$ cat src/rtl/dtw_word_assembler_if.sv
// Bus bundle between the word assembler and its neighbours: the glove classifier,
// the DTW matcher and the display/UART side.
interface dtw_word_assembler_if;
    logic         i_char_valid;
    logic [7:0]   i_char;
    logic         o_char_ready;
    logic         o_DTW_start;
    logic [119:0] o_DTW_word;
    logic         i_DTW_finish;
    logic [119:0] i_DTW_word;
    logic         o_word_valid;
    logic [119:0] o_word;
    logic [3:0]   o_length;
    logic         o_overflow;
    logic         o_timeout;
    logic [1:0]   o_state;

    modport slave (
        input  i_char_valid, i_char, i_DTW_finish, i_DTW_word,
        output o_char_ready, o_DTW_start, o_DTW_word, o_word_valid, o_word,
               o_length, o_overflow, o_timeout, o_state
    );

    modport master (
        output i_char_valid, i_char, i_DTW_finish, i_DTW_word,
        input  o_char_ready, o_DTW_start, o_DTW_word, o_word_valid, o_word,
               o_length, o_overflow, o_timeout, o_state
    );
endinterface

$ cat src/rtl/dtw_word_assembler.sv
// Packs classifier character codes into a 15-character word, launches the DTW
// matcher on end-of-word and republishes the matcher's corrected word.
module dtw_word_assembler #(
    parameter int MAX_CHARS      = 15,
    parameter bit DEDUP_EN       = 1'b1,
    parameter int TIMEOUT_CYCLES = 4096
) (
    input  logic                i_DTW_clk,
    input  logic                i_DTW_rst_n,
    dtw_word_assembler_if.slave bus
);

    localparam int CNT_W = $clog2(TIMEOUT_CYCLES);

    typedef enum logic [1:0] {
        S_COLLECT = 2'd0,
        S_START   = 2'd1,
        S_WAIT    = 2'd2,
        S_OUT     = 2'd3
    } state_t;

    state_t                        state_q, state_d;
    logic [MAX_CHARS-1:0][7:0]     buf_q;
    logic [3:0]                    len_q;
    logic [7:0]                    last_q;
    logic                          ovf_q;
    logic                          tmo_q;
    logic [CNT_W-1:0]              cnt_q;
    logic [119:0]                  word_q;

    logic accept, is_letter, is_bs, is_eow, is_gap, is_dup, cnt_done;

    function automatic logic [3:0] sat_inc(input logic [3:0] v);
        return (v == 4'hF) ? v : v + 4'd1;
    endfunction

    assign accept    = bus.i_char_valid && (state_q == S_COLLECT);
    assign is_letter = (bus.i_char >= 8'h41) && (bus.i_char <= 8'h5A);
    assign is_bs     = (bus.i_char == 8'h08);
    assign is_eow    = (bus.i_char == 8'h20) || (bus.i_char == 8'h0D);
    assign is_gap    = (bus.i_char == 8'h00);
    assign is_dup    = DEDUP_EN && (bus.i_char == last_q);
    assign cnt_done  = (cnt_q == CNT_W'(TIMEOUT_CYCLES - 1));

    always_ff @(posedge i_DTW_clk or posedge i_DTW_rst_n) begin
        if (i_DTW_rst_n) state_q <= S_COLLECT;
        else             state_q <= state_d;
    end

    always_comb begin
        state_d = state_q;
        case (state_q)
            S_COLLECT: if (accept && is_eow && (len_q != 4'd0)) state_d = S_START;
            S_START:   state_d = S_WAIT;
            S_WAIT: begin
                if (bus.i_DTW_finish)  state_d = S_OUT;
                else if (cnt_done)     state_d = S_COLLECT;
            end
            S_OUT:     state_d = S_COLLECT;
            default:   state_d = S_COLLECT;
        endcase
    end

    always_ff @(posedge i_DTW_clk or posedge i_DTW_rst_n) begin
        if (i_DTW_rst_n) begin
            buf_q  <= '0;
            len_q  <= 4'd0;
            last_q <= 8'h00;
            ovf_q  <= 1'b0;
            tmo_q  <= 1'b0;
            cnt_q  <= '0;
            word_q <= '0;
        end else begin
            tmo_q <= 1'b0;
            case (state_q)
                S_COLLECT: begin
                    if (accept) begin
                        if (is_letter) begin
                            if ((len_q < 4'(MAX_CHARS)) && !is_dup) begin
                                buf_q[len_q] <= bus.i_char;
                                len_q        <= sat_inc(len_q);
                                last_q       <= bus.i_char;
                            end else if (len_q == 4'(MAX_CHARS)) begin
                                ovf_q <= 1'b1;
                            end
                        end else if (is_bs) begin
                            // Unused bytes must stay zero so the matcher's nonzero count matches length.
                            if (len_q != 4'd0) begin
                                buf_q[len_q - 4'd1] <= 8'h00;
                                len_q               <= len_q - 4'd1;
                                last_q              <= 8'h00;
                            end
                        end else if (is_gap) begin
                            last_q <= 8'h00;
                        end
                    end
                end
                S_START: cnt_q <= '0;
                S_WAIT: begin
                    if (bus.i_DTW_finish) begin
                        word_q <= bus.i_DTW_word;
                    end else if (cnt_done) begin
                        buf_q  <= '0;
                        len_q  <= 4'd0;
                        last_q <= 8'h00;
                        ovf_q  <= 1'b0;
                        tmo_q  <= 1'b1;
                    end else begin
                        cnt_q <= cnt_q + 1'b1;
                    end
                end
                S_OUT: begin
                    buf_q  <= '0;
                    len_q  <= 4'd0;
                    last_q <= 8'h00;
                    ovf_q  <= 1'b0;
                end
                default: ;
            endcase
        end
    end

    assign bus.o_char_ready = (state_q == S_COLLECT);
    assign bus.o_DTW_start  = (state_q == S_START);
    assign bus.o_word_valid = (state_q == S_OUT);
    assign bus.o_DTW_word   = buf_q;
    assign bus.o_word       = word_q;
    assign bus.o_length     = len_q;
    assign bus.o_overflow   = ovf_q;
    assign bus.o_timeout    = tmo_q;
    assign bus.o_state      = state_q;

endmodule

$ cat src/flat_wrapper.sv
// flat-port wrapper written by rule: the top's interface ports become plain ports
module dtw_word_assembler_flat 
#(
    parameter int MAX_CHARS      = 15,
    parameter bit DEDUP_EN       = 1'b1,
    parameter int TIMEOUT_CYCLES = 4096
)
  (i_DTW_clk, i_DTW_rst_n, bus_i_char_valid, bus_i_char, bus_i_DTW_finish, bus_i_DTW_word, bus_o_char_ready, bus_o_DTW_start, bus_o_DTW_word, bus_o_word_valid, bus_o_word, bus_o_length, bus_o_overflow, bus_o_timeout, bus_o_state);
  dtw_word_assembler_if bus_i ();
  input  logic i_DTW_clk;
  input  logic i_DTW_rst_n;
  input wire logic [$bits(bus_i.i_char_valid)-1:0] bus_i_char_valid;
  input wire logic [$bits(bus_i.i_char)-1:0] bus_i_char;
  input wire logic [$bits(bus_i.i_DTW_finish)-1:0] bus_i_DTW_finish;
  input wire logic [$bits(bus_i.i_DTW_word)-1:0] bus_i_DTW_word;
  output wire logic [$bits(bus_i.o_char_ready)-1:0] bus_o_char_ready;
  output wire logic [$bits(bus_i.o_DTW_start)-1:0] bus_o_DTW_start;
  output wire logic [$bits(bus_i.o_DTW_word)-1:0] bus_o_DTW_word;
  output wire logic [$bits(bus_i.o_word_valid)-1:0] bus_o_word_valid;
  output wire logic [$bits(bus_i.o_word)-1:0] bus_o_word;
  output wire logic [$bits(bus_i.o_length)-1:0] bus_o_length;
  output wire logic [$bits(bus_i.o_overflow)-1:0] bus_o_overflow;
  output wire logic [$bits(bus_i.o_timeout)-1:0] bus_o_timeout;
  output wire logic [$bits(bus_i.o_state)-1:0] bus_o_state;
  assign bus_i.i_char_valid = bus_i_char_valid;
  assign bus_i.i_char = bus_i_char;
  assign bus_i.i_DTW_finish = bus_i_DTW_finish;
  assign bus_i.i_DTW_word = bus_i_DTW_word;
  assign bus_o_char_ready = bus_i.o_char_ready;
  assign bus_o_DTW_start = bus_i.o_DTW_start;
  assign bus_o_DTW_word = bus_i.o_DTW_word;
  assign bus_o_word_valid = bus_i.o_word_valid;
  assign bus_o_word = bus_i.o_word;
  assign bus_o_length = bus_i.o_length;
  assign bus_o_overflow = bus_i.o_overflow;
  assign bus_o_timeout = bus_i.o_timeout;
  assign bus_o_state = bus_i.o_state;
  dtw_word_assembler #(.MAX_CHARS(MAX_CHARS), .DEDUP_EN(DEDUP_EN), .TIMEOUT_CYCLES(TIMEOUT_CYCLES)) u_core (.i_DTW_clk(i_DTW_clk), .i_DTW_rst_n(i_DTW_rst_n), .bus(bus_i));
endmodule
$ cat config.mk
export PLATFORM = sky130hd
export DESIGN_NAME = dtw_word_assembler_flat
export DESIGN_NICKNAME = d
export VERILOG_FILES = /design/src/rtl/dtw_word_assembler_if.sv /design/src/rtl/dtw_word_assembler.sv /design/src/flat_wrapper.sv
export SDC_FILE = /design/constraint.sdc
export NUM_CORES = 1
export LEC_CHECK = 0
export BUFFER_PORTS_ARGS = -buffer_cell sky130_fd_sc_hd__buf_2
export CORE_ASPECT_RATIO = 0.8
export CORE_MARGIN = 5
export CORE_UTILIZATION = 50
export CTS_CLUSTER_DIAMETER = 80
export DETAILED_ROUTE_END_ITERATION = 10
export PLACE_DENSITY = 0.84
export RECOVER_POWER = 25
export SYNTH_ARGS = -nofsm -noshare
export SYNTH_HDL_FRONTEND = slang
export SYNTH_SLANG_ARGS = --single-unit
$ cat constraint.sdc
create_clock -name i_DTW_clk -period 12.2 [get_ports i_DTW_clk]
set_input_delay 3.66 -clock i_DTW_clk [delete_from_list [all_inputs] [get_ports i_DTW_clk]]
set_output_delay 3.66 -clock i_DTW_clk [all_outputs]
set_load 0.01 [all_outputs]
**Word level (Yosys, flattened, before mapping)**

Cells that the tools add are included.

- Flip-flop bits (word level): 268
- Output and inout bits: 251

- $add $sub $neg: 3
- $lt $le $gt $ge: 7
- Eq/ne operators: 24
- Muxes and demuxes: 48
- Bitwise gates (word level): 2
- Reduce and logical (&&, ||, !) cells: 21

Operators by type and width:

| kind | number |
|---|---|
| 120-bit 2-to-1 mux | 7 |
| 120-bit one-hot mux with 3 select lines | 1 |
| 120-bit AND | 1 |
| 120-bit bitwise mux | 1 |
| 120-bit NOT | 1 |
| 8-bit 2-to-1 mux | 10 |
| 8-bit demux with 4-bit select | 2 |
| 4-bit 2-to-1 mux | 8 |
| 12-bit 2-to-1 mux | 2 |
| 12-bit one-hot mux with 2 select lines | 1 |
| 8-bit one-hot mux with 3 select lines | 1 |
| 7-bit AND reduction | 3 |
| 8-bit by 4-bit equality test with 1-bit output (second input constant) | 2 |
| 12-bit by 1-bit adder with 12-bit output (second input constant) | 1 |
| 12-bit equality test (second input constant) | 1 |
| 4-bit one-hot mux with 3 select lines | 1 |
| 4-bit by 5-bit less-than comparator with 1-bit output (second input constant) | 2 |
| 2-bit by 1-bit inequality test with 1-bit output (second input constant) | 5 |
| 1-bit 2-to-1 mux | 9 |
| 8-bit by 6-bit equality test with 1-bit output (second input constant) | 1 |
| 8-bit equality test | 1 |
| 4-bit by 1-bit greater-or-equal comparator with 1-bit output (second input constant) | 2 |
| 8-bit by 7-bit greater-or-equal comparator with 1-bit output (second input constant) | 1 |
| 8-bit by 7-bit less-or-equal comparator with 1-bit output (second input constant) | 1 |
| other kinds (26) | 40 |

**Longest topological paths before layout**

Gate-level depths: netlist (run 1).

- Depth in word-level cells: 12
- Depth in mapped cells: 10

**Worst setup path after synthesis (run 1)**

No wires, ideal clock.

- Path type: in2reg
- Start: in bus_i_char[2]
- End: reg u_core.last_q[0]
- Setup time: 125 ps
- Data arrival time: 5503 ps
- Required time: 12075 ps
- Slack: 6573 ps
- Cell stages on the path: 7
- Path buffers: 2
- Cells stage by stage: buf_6 or3_4 o221a_4 buf_6 a311o_1 o221ai_4 mux2_2

- Cells in the longest elaborated chain, start to end: 5
- Elaborated cells on any way between the ends: 16
- Those cells by class: 2 x order compare; 5 x eq/ne; 4 x mux; 5 x reduce/logical

Ends and longest elaborated chain:

| item | RTL line | RTL |
|---|---|---|
| from (decl) | flat_wrapper.sv:13 | `input wire logic [$bits(bus_i.i_char)-1:0] bus_i_char;` |
| 8-bit by 7-bit greater-or-equal comparator with 1-bit output, or another cell as far along | dtw_word_assembler.sv:38 | `assign is_letter = (bus.i_char >= 8'h41) && (bus.i_char <= 8'h5A);` |
| 1-bit logical AND, or another cell as far along | dtw_word_assembler.sv:38 |  |
| 8-bit 2-to-1 mux / 1-bit logical AND (equally long branches) | dtw_word_assembler.sv:78, dtw_word_assembler.sv:79 |  |
| 8-bit 2-to-1 mux / 3-bit inequality test (equally long branches) | n/a |  |
| 8-bit one-hot mux with 3 select lines / 7-bit AND reduction (equally long branches) | n/a |  |
| to (signal assigned) | dtw_word_assembler.sv:82 | `last_q <= bus.i_char;` |
| to (decl) | dtw_word_assembler.sv:25 | `logic [7:0] last_q;` |

Parallel ways exist; a longest one is shown, timed or not. The select of a mux whose other input is x is not followed.
A chain may end at the register's enable or synchronous reset.

==> qor.csv, run 1 <==
stage,metric,value,unit
yosys,ys_ff_latch,268,
route,drtPass1Iterations,5,
floorplanning,coreArea,0.02162,mm^2
sta,setup_viol,0,
floorplanning,die_w,175.9,um
floorplanning,start_util,50.90,%
yosys,seq_area_frac_synth,60.94,%
clock_network,postCtsHoldBufs,0,
outcome,violations,"max-capacitance violations, max-slew violations",
clock_network,cts_buffer_depth,3,
sta,relSlewSlack,-323.3,%
yosys,ys_warn_count,0,
run,maxCapViolations,2,
clock_network,cts_resized,0,
global_routing,grt_pass1_vias,8746,
global_routing,grt_pass1_wl,51430,um
hold_path,holdCritPathClass,flop to flop,
cells_and_area,finalNonFillerCells,1490,
yosys,synthesis.area,0.01101,mm^2
critical_path,critPathCaptureType,asynchronous set/reset pin,
pwr,worst_ir_drop_vdd,0.2106,mV
yosys,synth_area_leader_cell,dfrtp_1,
yosys,yosys-top-cells-area,"dfrtp_1 (61%), mux2_2 (13%), a32o_1 (4.2%)",
yosys,synth_cells,828,
route,routedWlPerCell,22.65,um
sta,finalCriticalPeriod,7968,ps
route,viasPerCell,5.659,
sta,clock_skew,11.71,ps
place,dp_cells,1442,
global_routing,grt_overflow,0,
route,drt_iter0_drc,819,
yosys,synth_edf_count,0,
clock_network,path_clk_slew,60,ps
global_routing,grt_max_degree,147,
sta,slew_viol_final,205,
clock_network,cts-buffers-inserted,26,
pwr,power.leakage,0.007111,uW
global_routing,antenna_found_initial,1,
route,ant_nets,0,
yosys,synth_ff_type,dfrtp_1,
critical_path,cp.arrival,8490,ps
global_routing,grtUsageTotal,26.00,%
pwr,p_per_area,246.1,mW/mm^2
critical_path,critPathKind,primary input to asynchronous set/reset pin,
floorplanning,die-area,0.02510,mm^2
sta,fmax,125.5,MHz
place,gp_congestion,0.9442,
sta,worst_pin_slew,6315,ps
critical_path,required,12730,ps
floorplanning,rows,48,
cells_and_area,n_fill_cell,1630,
critical_path,crit_path_start_kind,primary input,
route,drcViolationCount,0,
route,num_vias,8432,
yosys,syn-num-nets,968,
clock_network,clkLatencyLatePin,520,ps
outcome,status,"complete, but fails checks",
clock_network,cts_max_level,1,
sta,rsz0062_at_grt,false,
cells_and_area,drive_above_1_share,47.94,%
yosys,synthArstFlopShare,100.0,%
cells_and_area,utilization,65.01,%
cells_and_area,final_nets,1335,
route,wl,33750,um
yosys,synth_common_cells,"dfrtp_1 (268), mux2_2 (126), a32o_1 (46), clkbuf_1 (38), and2_1 (35)",
sta,fin_tns_setup,0,ps
floorplanning,die_y,142.7,um
place,portBuffers,382,
floorplanning,boundaryPins,383,
sta,hold_violations,0,
cells_and_area,syn_to_final_growth,27.72,%
yosys,avgSynthCellArea,13.29,um^2
clock_network,cts_root_buf,clkbuf_16,
place,dp_hpwl,24550,um
yosys,synth_top_area_share,60.94,%
clock_network,cts_sinks,268,
clock_network,cts_tree,yes,
yosys,synth_most_common_cell,dfrtp_1,
clock_network,postCtsSetupBuffers,0,
sta,min_period_over_period,65.31,%
critical_path,cp_max_fo,146,
yosys,ys_types,66,
-- cell usage in the layout (no fill, tap or decap), drive strengths merged, types with 9 or more instances in the layout --
cell    synthesis  final
inv            20     20
and2           38     38
nor2b          15     15
a221oi         10     10
o21ai          26     26
a22o           21     21
a21oi          20     20
nor2           31     31
clkbuf         38     37
dfrtp         268    268
and3            9      9
nand2          34     34
or2            10     10
buf            14    389
o22ai          10     10
a32o           46     46
xor2           12     12
mux2          126    126
-- cells by family after synthesis --
logic type | count (synthesis) | synth area share, %
fa+ha+maj | 8 | 0.9095
flops | 268 | 60.94
mux | 126 | 12.89
xor+xnor | 18 | 1.432
compound gates | 160 | 12.01
buf+inv | 72 | 2.797
simple gates | 176 | 9.027
-- worst max-delay path: stages --
cell and delay (ps):
buf_2 100, clkinvlp_2 3480, buf_4 1110
-- per-layer routing --
| metal | track usage, % | vias to the layer above | share of wire (%) |
|---|---|---|---|
| met4 | 7.711 | 0 | 3.3 |
| met2 | 41.30 | 361 | 47 |
| met1 | 35.77 | 4254 | 41 |
| li1 | - | 3747 | - |
| met5 | 0 | - | 0 |
| met3 | 6.803 | 70 | 8.5 |
-- flip-flops by register name, summed over array words and instances, names as in the netlist --
register               count
u_core.bus.o_DTW_word    120
u_core.bus.o_length        4
u_core.bus.o_overflow      1
u_core.bus.o_state         2
u_core.bus.o_timeout       1
u_core.bus.o_word        120
u_core.cnt_q              12
u_core.last_q              8
-- layout make-up --
cell class	instances	area [um^2]	share of cell area, %
Clock buffer	35	765.7	5.448
Sequential cell	268	6706	47.71
Timing Repair Buffer	391	1977	14.06
Multi-Input combinational cell	488	3988	28.37
Tap cell	275	344.1	2.448
Clock inverter	12	196.4	1.398
Antenna cell	1	2.502	0.01780
Inverter	20	76.32	0.5430
-- through the flow --
stage	hold WS, ps	total power [uW]	worst slack, ps	area, um^2
final	478.5	3460	4232	14060
after global routing	491.7	3638	3205	14050
after CTS	481.8	3463	6294	14080
after detailed placement	465.3	2558	5739	13110
after global placement	457.0	2512	5875	13110
after floorplan	473.6	2041	1158	11010
-- final timing paths --
kind | from | end | slack, ps | cells past startpoint
max | i_DTW_rst_n | u_core.bus.o_DTW_word[99]$_DFFE_PP0P_ | 4230 | 3
min | u_core.bus.o_DTW_word[45]$_DFFE_PP0P_ | u_core.bus.o_DTW_word[45]$_DFFE_PP0P_ | 480 | 1
max reg2reg | u_core.bus.o_state[1]$_DFFE_PP0P_ | u_core.bus.o_word[2]$_DFFE_PP0P_ | 7860 | 5
min reg2reg | u_core.bus.o_DTW_word[45]$_DFFE_PP0P_ | u_core.bus.o_DTW_word[45]$_DFFE_PP0P_ | 480 | 1
max in group i_DTW_clk | bus_i_DTW_finish | u_core.bus.o_word[2]$_DFFE_PP0P_ | 5750 | 4
min in group asynchronous | i_DTW_rst_n | u_core.bus.o_word[15]$_DFFE_PP0P_ | 5120 | 2
-- power by group --
| part | leakage (uW) | internal [uW] | switching, uW |
|---|---|---|---|
| clock | 0.000466 | 546 | 346 |
| sequential | 0.00346 | 1160 | 166 |
| combinational | 0.00319 | 531 | 713 |
| total | 0.00711 | 2240 | 1220 |
Power figures use the tool's default switching activity.
==> inputs of run 2 (changes only) <==
Clock period 12.2 ns to 8.2 ns, I/O delays scaled along.
==> run 2 against run 1 <==
  * The run still ends with max-capacitance violations, max-slew violations left
  * Clock power grew 51%
  * Die area unchanged
  * Sequential cell count stayed put
  * Worst hold slack improved by 2.2 ps
  * Sequential power increased by 49%
  * Critical path depth grew 1
  * Critical endpoint is now u_core.bus.o_DTW_word[8]$_DFFE_PP0P_
  * Largest power group unchanged
==> qor.csv, run 2 (synthesis gave the netlist of run 1 again) <==
stage,metric,value,unit,change
critical_path,crit_buf_inv,4,,was 3
critical_path,startpoint,i_DTW_rst_n,,unchanged
clock_network,cts_resized,0,,unchanged
route,drt_iter0_drc,659,,was 819
critical_path,path_cells,buf_2 -> clkinvlp_2 -> clkbuf_1 -> buf_4,,was buf_2 -> clkinvlp_2 -> buf_4
hold_path,holdCritPathClass,flop to flop,,unchanged
critical_path,crit_path_start_kind,primary input,,unchanged
route,ant_nets,0,,unchanged
run,maxCapViolations,2,,unchanged
global_routing,grt_pass1_wl,50460,um,was 51430 um
cells_and_area,final_common_cell,buf_2,,unchanged
sta,slew_viol_final,108,,was 205
clock_network,cts_buffer_depth,3,,unchanged
cells_and_area,syn_to_final_growth,27.93,%,was 27.72%
route,drcViolationCount,0,,unchanged
critical_path,required,8720,ps,was 12730 ps
floorplanning,die_y,142.7,um,unchanged
critical_path,endpoint,u_core.bus.o_DTW_word[8]$_DFFE_PP0P_,,was u_core.bus.o_DTW_word[99]$_DFFE_PP0P_
cells_and_area,utilization,65.12,%,was 65.01%
clock_network,cts-buffers-inserted,28,,was 26
cells_and_area,layout_common_cells,"buf_2 (360), dfrtp_1 (268), mux2_2 (125), a32o_1 (46)",,"was buf_2 (380), dfrtp_1 (268), mux2_2 (126), a32o_1 (46)"
clock_network,clkLatencyLatePin,530,ps,was 520 ps
sta,relSlewSlack,-93.23,%,was -323.3%
sta,whs,480.8,ps,was 478.5 ps
floorplanning,boundaryPins,383,,unchanged
cells_and_area,n_fill_cell,1647,,was 1630
clock_network,cts_max_level,1,,unchanged
global_routing,grt_pass1_vias,8648,,was 8746
critical_path,rr_startpoint,u_core.bus.o_state[1]$_DFFE_PP0P_,,unchanged
global_routing,grt_overflow,0,,unchanged
global_routing,grtUsageTotal,25.58,%,was 26.00%
route,routedWlPerCell,22.48,um,was 22.65 um
sta,fmax,189.9,MHz,
floorplanning,die-area,0.02510,mm^2,unchanged
critical_path,crit_slowest_cell,clkbuf_1,,was clkinvlp_2
clock_network,path_clk_slew,60,ps,about the same
clock_network,cts_sinks,268,,unchanged
critical_path,cp.arrival,5780,ps,was 8490 ps
sta,finalCriticalPeriod,5265,ps,
hold_path,hold_path_startpoint,u_core.bus.o_DTW_word[17]$_DFFE_PP0P_,,was u_core.bus.o_DTW_word[45]$_DFFE_PP0P_
global_routing,grt_max_degree,141,,was 147
place,placed_area,0.01313,mm^2,was 0.01311 mm^2
cells_and_area,fin_area,0.01408,mm^2,was 0.01406 mm^2
sta,clock_skew,10.83,ps,was 11.71 ps
critical_path,critPathCaptureType,asynchronous set/reset pin,,unchanged
floorplanning,die_w,175.9,um,unchanged
outcome,status,"complete, but fails checks",,unchanged
global_routing,antenna_found_initial,0,,was 1
clock_network,cts_root_buf,clkbuf_16,,unchanged
critical_path,rr_worst_depth,5,,unchanged
place,dp_hpwl,24570,um,was 24550 um
sta,hold_violations,0,,unchanged
clock_network,cts_tree,yes,,unchanged
floorplanning,coreArea,0.02162,mm^2,unchanged
route,num_vias,8411,,was 8432
floorplanning,start_util,50.90,%,unchanged
critical_path,crit_family,buffers and inverters,,unchanged
clock_network,postCtsSetupBuffers,0,,unchanged
critical_path,critPathKind,primary input to asynchronous set/reset pin,,unchanged
critical_path,timing.rr.end,u_core.bus.o_word[114]$_DFFE_PP0P_,,was u_core.bus.o_word[2]$_DFFE_PP0P_
floorplanning,rows,48,,unchanged
place,portBuffers,382,,unchanged
pwr,total_power,5159,uW,was 3460 uW
cells_and_area,final_nets,1338,,was 1335
sta,rsz0062_at_grt,false,,unchanged
route,drtPass1Iterations,5,,unchanged
pwr,worst_ir_drop_vdd,0.2564,mV,was 0.2106 mV
outcome,violations,"max-capacitance violations, max-slew violations",,unchanged
critical_path,cpPeakStageDelay,2040,ps,was 3480 ps
route,viasPerCell,5.637,,was 5.659
critical_path,cp.depth,4,,was 3
critical_path,cp_max_fo,76,,was 146
clock_network,postCtsHoldBufs,0,,unchanged
sta,setup_viol,0,,unchanged
sta,worst_pin_slew,2898,ps,was 6315 ps
critical_path,rrSetupSlack,4080,ps,was 7860 ps
pwr,p_per_area,366.4,mW/mm^2,was 246.1 mW/mm^2
sta,fin_tns_setup,0,ps,unchanged
sta,min_period_over_period,64.21,%,
route,wl,33550,um,was 33750 um
cells_and_area,drive_above_1_share,46.05,%,was 47.94%
pwr,power.leakage,0.007073,uW,was 0.007111 uW
place,gp_congestion,0.9260,,was 0.9442
[run 2: area by class of cell]
| cell class | instances | area (um^2) | area share [%] |
|---|---|---|---|
| inverters | 20 | 76.32 | 0.5421 |
| diodes | 1 | 2.502 | 0.01777 |
| multi-input cells | 488 | 3988 | 28.32 |
| well taps | 275 | 344.1 | 2.444 |
| clock buffers | 42 | 864.6 | 6.141 |
| flip-flops and latches | 268 | 6706 | 47.63 |
| repair buffers | 392 | 1968 | 13.98 |
| clock inverters | 6 | 130.1 | 0.9242 |
[run 2: where the power goes]
group	switching, uW	internal [uW]
combinational	1050	780
sequential	253	1720
clock	505	846
total	1810	3350
[run 2: per-stage QoR]
step / cells / setup slack (ps)
CTS: 1491 / 3521
finish: 1492 / 2935
global placement: 1443 / 3134
detailed placement: 1443 / 2981
global route: 1491 / 2269
floorplan: 828 / 2201
[run 2: how the worst min path moves through the flow]
stage	endpoint	slack, ps	cells past startpoint
floorplan	u_core.last_q[5]$_DFFE_PP0P_	470	1
global placement	u_core.bus.o_DTW_word[17]$_DFFE_PP0P_	460	2
detailed placement	u_core.bus.o_DTW_word[117]$_DFFE_PP0P_	470	1
CTS	u_core.bus.o_DTW_word[17]$_DFFE_PP0P_	480	2
global route	u_core.bus.o_DTW_word[109]$_DFFE_PP0P_	500	1
finish	u_core.bus.o_DTW_word[17]$_DFFE_PP0P_	480	2
[run 2: layer usage]
| layer | wire (um) | global-route usage, % |
|---|---|---|
| met5 | 0 | 0 |
| met4 | 1059 | 7.834 |
| met3 | 2500 | 5.982 |
| met2 | 16020 | 41.40 |
| met1 | 13970 | 34.91 |
[run 2: worst register-to-register path: cells and delay by family (launching register included)]
family / cells / cell delay [ps]
buffers and inverters: 2 / 1250
AND/OR/NAND/NOR: 2 / 1990
flip-flops: 1 / 320
multiplexers: 1 / 450
